File: config.mk
export PLATFORM = sky130hd
export DESIGN_NAME = aes_round_sequencer
export DESIGN_NICKNAME = d
export VERILOG_FILES = /design/src/rtl/aes_round_sequencer.sv
export SDC_FILE = /design/constraint.sdc
export NUM_CORES = 1
export LEC_CHECK = 0
export ABC_AREA = 0
export ABC_CLOCK_PERIOD_IN_PS = 1770
export BUFFER_PORTS_ARGS = -buffer_cell sky130_fd_sc_hd__buf_2
export CAP_MARGIN = 15
export CORE_MARGIN = 2
export CORE_UTILIZATION = 30
export CTS_BUF_LIST = sky130_fd_sc_hd__clkbuf_4
export DETAILED_ROUTE_END_ITERATION = 7
export PLACE_DENSITY_LB_ADDON = 0.12
export SETUP_SLACK_MARGIN = 0.3
export SLEW_MARGIN = 0
export SYNTH_ARGS = -nofsm -noshare
export SYNTH_HDL_FRONTEND = slang
export SYNTH_SLANG_ARGS = --single-unit
export TNS_END_PERCENT = 10
File: constraint.sdc
create_clock -name clk -period 1.77 [get_ports clk]
set_input_delay 0.0885 -clock clk [delete_from_list [all_inputs] [get_ports clk]]
set_output_delay 0.0885 -clock clk [all_outputs]
set_load 0.05 [all_outputs]
File: src/rtl/aes_round_sequencer.sv
// ---------------------------------------------------------------------------
// aes_round_sequencer
//
// Purpose:
//   Steps the AES-128 decryption datapath through its schedule: one initial
//   AddRoundKey load (key index NUM_ROUNDS), then inverse rounds NUM_ROUNDS-1
//   down to 1, then the final round (key index 0, no InvMixColumns).
//   Each step fires either on every clock or on a programmable divided tick.
//   The tick is a clock enable inside the single clk domain, not a derived
//   clock, so the sequence can be slowed down enough to watch on a board.
//
// Ports:
//   clk        in   system clock, rising edge
//   rst_n      in   synchronous active-low reset
//   start      in   request a decryption (accepted only when idle)
//   abort      in   synchronous cancel back to idle
//   slow_mode  in   1 = pace steps by the divided tick, 0 = every clock
//   div_limit  in   tick period minus 1 (slow mode), latched at start
//   busy       out  high from the cycle after start through the done cycle
//   load_state out  1-cycle pulse: load ciphertext + AddRoundKey(k[NUM_ROUNDS])
//   round_en   out  1-cycle pulse: execute one inverse round
//   last_round out  qualifies round_en on the final round
//   round_idx  out  round-key index for the current or next pulse
//   done       out  1-cycle pulse when the plaintext is valid
// ---------------------------------------------------------------------------
module aes_round_sequencer #(
    parameter int DIV_W      = 10,
    parameter int NUM_ROUNDS = 10
) (
    input  logic             clk,
    input  logic             rst_n,
    input  logic             start,
    input  logic             abort,
    input  logic             slow_mode,
    input  logic [DIV_W-1:0] div_limit,
    output logic             busy,
    output logic             load_state,
    output logic             round_en,
    output logic             last_round,
    output logic [3:0]       round_idx,
    output logic             done
);

    localparam logic [3:0] FIRST_IDX = 4'(NUM_ROUNDS);

    typedef enum logic [2:0] {
        IDLE,
        LOAD,
        ROUND,
        FINAL,
        DONE
    } state_e;

    state_e           state_q, state_d;
    logic [DIV_W-1:0] cnt_q, cnt_d;
    logic [3:0]       idx_q, idx_d;
    logic             slow_q, slow_d;
    logic [DIV_W-1:0] limit_q, limit_d;

    logic active;
    logic tick;

    // Pacing only runs in the states that wait for a step; DONE is unpaced.
    assign active = (state_q == LOAD) || (state_q == ROUND) || (state_q == FINAL);
    // With limit 0 the compare is always true, so slow mode degenerates to fast.
    assign tick   = active && (!slow_q || (cnt_q == limit_q));

    // NOTE: every signal written here gets a default first, so no path leaves
    // a value unassigned and no latch is inferred.
    always_comb begin
        state_d    = state_q;
        cnt_d      = cnt_q;
        idx_d      = idx_q;
        slow_d     = slow_q;
        limit_d    = limit_q;
        load_state = 1'b0;
        round_en   = 1'b0;
        last_round = 1'b0;
        done       = 1'b0;

        if (active && slow_q) begin
            cnt_d = (cnt_q == limit_q) ? '0 : cnt_q + DIV_W'(1);
        end

        unique case (state_q)
            IDLE: begin
                // abort wins over a simultaneous start.
                if (start && !abort) begin
                    slow_d  = slow_mode;
                    limit_d = div_limit;
                    cnt_d   = '0;
                    idx_d   = FIRST_IDX;
                    state_d = LOAD;
                end
            end
            LOAD: begin
                if (tick) begin
                    load_state = 1'b1;
                    idx_d      = FIRST_IDX - 4'd1;
                    state_d    = ROUND;
                end
            end
            ROUND: begin
                if (tick) begin
                    round_en = 1'b1;
                    if (idx_q == 4'd1) begin
                        idx_d   = 4'd0;
                        state_d = FINAL;
                    end else begin
                        idx_d = idx_q - 4'd1;
                    end
                end
            end
            FINAL: begin
                if (tick) begin
                    round_en   = 1'b1;
                    last_round = 1'b1;
                    state_d    = DONE;
                end
            end
            DONE: begin
                done    = 1'b1;
                state_d = IDLE;
            end
            default: state_d = IDLE;
        endcase

        // Abort overrides whatever the busy state decided, including the
        // pulses of this very cycle.
        if (abort && (state_q != IDLE)) begin
            load_state = 1'b0;
            round_en   = 1'b0;
            last_round = 1'b0;
            done       = 1'b0;
            cnt_d      = '0;
            idx_d      = 4'd0;
            state_d    = IDLE;
        end
    end

    // NOTE: state registers use non-blocking assignments so every register
    // samples the pre-edge values, independent of statement order.
    always_ff @(posedge clk) begin
        if (!rst_n) begin
            state_q <= IDLE;
            cnt_q   <= '0;
            idx_q   <= 4'd0;
            slow_q  <= 1'b0;
            limit_q <= '0;
        end else begin
            state_q <= state_d;
            cnt_q   <= cnt_d;
            idx_q   <= idx_d;
            slow_q  <= slow_d;
            limit_q <= limit_d;
        end
    end

    assign busy      = (state_q != IDLE);
    assign round_idx = idx_q;

endmodule
==> impl_metrics.json <==
{
  "final_cell_mix": "22 x buf_4, 18 x nor2_1, 18 x buf_2, 14 x nand2_1",
  "finalNonFillerCells": 293,
  "min_path_type": "primary input to flip-flop",
  "via_per_inst": 4.648,
  "finalHoldViolCount": 0,
  "hp-start": "slow_mode",
  "path_class": "flip-flop to output pin",
  "p_leak_nw": 0.8716,
  "peakVddDrop_mv": 0.4077,
  "core_sq_um": 5042,
  "wl_per_cell_um": 12.59,
  "grt_max_degree": 16,
  "clkTransAtPathRegs_ns": 0.18,
  "dp_hpwl_mm": 2.829,
  "mappedNetlistNets": 188,
  "holdPathStages": 3,
  "antenna_found_initial": 0,
  "power_density_nw_per_um2": 965.4,
  "dp_cells": 275,
  "cp_slowest_stage_delay_ns": 0.38,
  "period_share_pct": 114.1,
  "routed_wl_mm": 3.689,
  "path_max_fanout": 4,
  "dr_total_vias": 1362,
  "power_mw": 2.096,
  "arrival_ns": 1.93,
  "end_kind": "output pin",
  "cp_cell_sequence": "xnor2_2 > nand4_2 > o31a_1 > nand2b_4 > nor4_4 > buf_6",
  "cp-start-kind": "flip-flop",
  "final_common_cell": "buf_4",
  "gp_congestion": 0.8302,
  "grt_pass1_vias": 1269,
  "cp.required_ns": 1.68,
  "fmax_mhz": 495.3,
  "drt_first_iter_violations": 34,
  "clock_sinks": 28,
  "synth.yosys.warnings": 0,
  "outcome": "complete, but fails checks",
  "hold_ws_ns": 0.006227,
  "die_area_sq_um": 5754,
  "drive_gt1_share_pct": 39.46,
  "die_w_um": 75.86,
  "r2r_end": "round_idx[2]",
  "rows": 26,
  "start_util_pct": 30.72,
  "maxCapViolCount": 0,
  "die_h_um": 75.86,
  "ios": 24,
  "synth_seq_cells": 28,
  "period_minus_slack_ns": 2.019,
  "synth_edf_count": 0,
  "ys_types": 42,
  "synth_top_area_share_pct": 36.19,
  "synth_area_sq_um": 1549,
  "synth_cells": 170,
  "synthFlopType": "dfxtp_1",
  "grt_setup_unrepaired": "true",
  "clk_latency_ns": 0.34,
  "tightest_slew_ns": 0.4782,
  "hold_end": "slow_q",
  "skew_ns": 0.01755,
  "area_delta_synth_final_pct": 40.15,
  "drc_errors": 0,
  "cts_made_buffers": 3,
  "cts-root-buf": "clkbuf_4",
  "violations": "setup timing",
  "setup_ws_ns": -0.2491,
  "num_antenna_cells": 0,
  "first_pass_iters": 4,
  "synthTopCellsByArea": "dfxtp_1 36%, mux2i_1 8.4%, xnor2_1 7.4%",
  "rrSetupSlack_ns": -0.10,
  "yosysTopAreaCell": "dfxtp_1",
  "slew_viol_final": 0,
  "drtAntennaViolNets": 0,
  "async_flop_share_pct": 0,
  "reg2regPathDepth": 9,
  "r2r_start": "limit_q[1]",
  "cts_tree": "yes",
  "syn_area_per_cell_sq_um": 9.112,
  "overflow": 0,
  "setup_violations": 16,
  "critical-path-slowest-cell": "dfxtp_2",
  "nets": 242,
  "cts_buffer_depth": 2,
  "slew_headroom_pct": 68.03,
  "grt_pass1_wl_mm": 6.065,
  "yosysSeqAreaShare_pct": 36.19,
  "htree_levels": 1,
  "grt_util_all_layers_pct": 14.06,
  "io_buffers": 23
}
==> report_power, final <==
group / total, mW / switching [mW] / leakage [nW] / internal [mW]
clock: 0.295 / 0.212 / 0.0154 / 0.0827
sequential: 0.783 / 0.0773 / 0.237 / 0.705
combinational: 1.02 / 0.569 / 0.619 / 0.449
total: 2.10 / 0.858 / 0.872 / 1.24
==> worst max path at each step <==
stage                           from            to  slack [ns]  depth (start not counted)
after global placement    limit_q[9]    load_state        0.03                          6
after detailed placement  limit_q[9]  round_idx[1]      -0.005                          6
after floorplan             cnt_q[3]    load_state       -0.14                          6
after CTS                   cnt_q[3]    load_state       -0.25                          6
after global routing      limit_q[1]    load_state       -0.34                          6
final                     limit_q[1]    load_state       -0.25                          6
==> what timing repair did <==
item,in CTS,in global routing
cloned,0,0
hold buffers,8,0
pin swaps,20,8
endpoints found under the hold margin,8,0
resized for setup,27,15
setup buffers,4,2
setup endpoints to repair,22,32
==> layout make-up <==
class	count	area (sq um)
fill	514	2872
inverter	5	18.77
timing repair buffer	56	429.2
multi-input combinational	130	1017
tap	70	87.58
sequential	28	591.8
clock buffer	3	22.52
clock inverter	1	3.754
==> through the flow <==
stage / utilization (%) / setup WS, ns / cell area (sq um) / setup TNS, ns
finish: 43.05 / -0.2491 / 2171 / -1.027
global route: 43.05 / -0.3354 / 2171 / -2.713
CTS: 41.79 / -0.2532 / 2107 / -1.104
detailed placement: 37.62 / -0.005297 / 1897 / -0.005297
global placement: 37.62 / 0.02662 / 1897 / 0
floorplan: - / -0.1358 / 1594 / -0.1572
==> state kept, by name, indices dropped and copies added, names as in the netlist <==
register / count
cnt_q: 10
limit_q: 10
round_idx: 4
slow_q: 1
state_q: 3
==> cells in the mapped netlist, types with 3 or more instances <==
cell      number
buf_2          4
nand2_1       14
ha_1           3
mux2i_1       13
a21oi_1        3
dfxtp_1       28
nor2_1        18
nand3_1        5
xnor2_1       13
or3_1          3
nor2b_1       12
o21ai_0        6
nand2b_1       4
nor3_1         4
inv_1          5
xor2_1         5
o211ai_1       3
==> worst max-delay path: cells and delay by family, from the launching register on <==
| family | cells | cell delay (ns) |
|---|---|---|
| xor+xnor | 1 | 0.17 |
| compound gates | 1 | 0.31 |
| simple gates | 3 | 0.53 |
| flops | 1 | 0.38 |
| buf+inv | 1 | 0.19 |
==> cells by family (layout without fill, tap and decap cells) <==
logic type | Yosys count | after routing | synth area share [%]
AO/OA/AOI/OAI | 20 | 20 | 10.18
buffers and inverters | 12 | 65 | 3.958
adder cells (fa/ha/maj) | 3 | 3 | 2.424
AND/OR/NAND/NOR | 75 | 75 | 27.62
XOR/XNOR | 19 | 19 | 11.23
multiplexers | 13 | 13 | 8.400
flip-flops | 28 | 28 | 36.19
==> layer usage <==
metal  vias to the layer above  global-route usage, %  part of all wire [%]
met5                         -                      0                     0
met4                         0                  4.678                  0.84
met3                         2                  1.587                   2.6
met2                        25                  24.81                    52
met1                       649                  17.70                    44
li1                        686                      -                     -
Power figures use the tool's default switching activity.
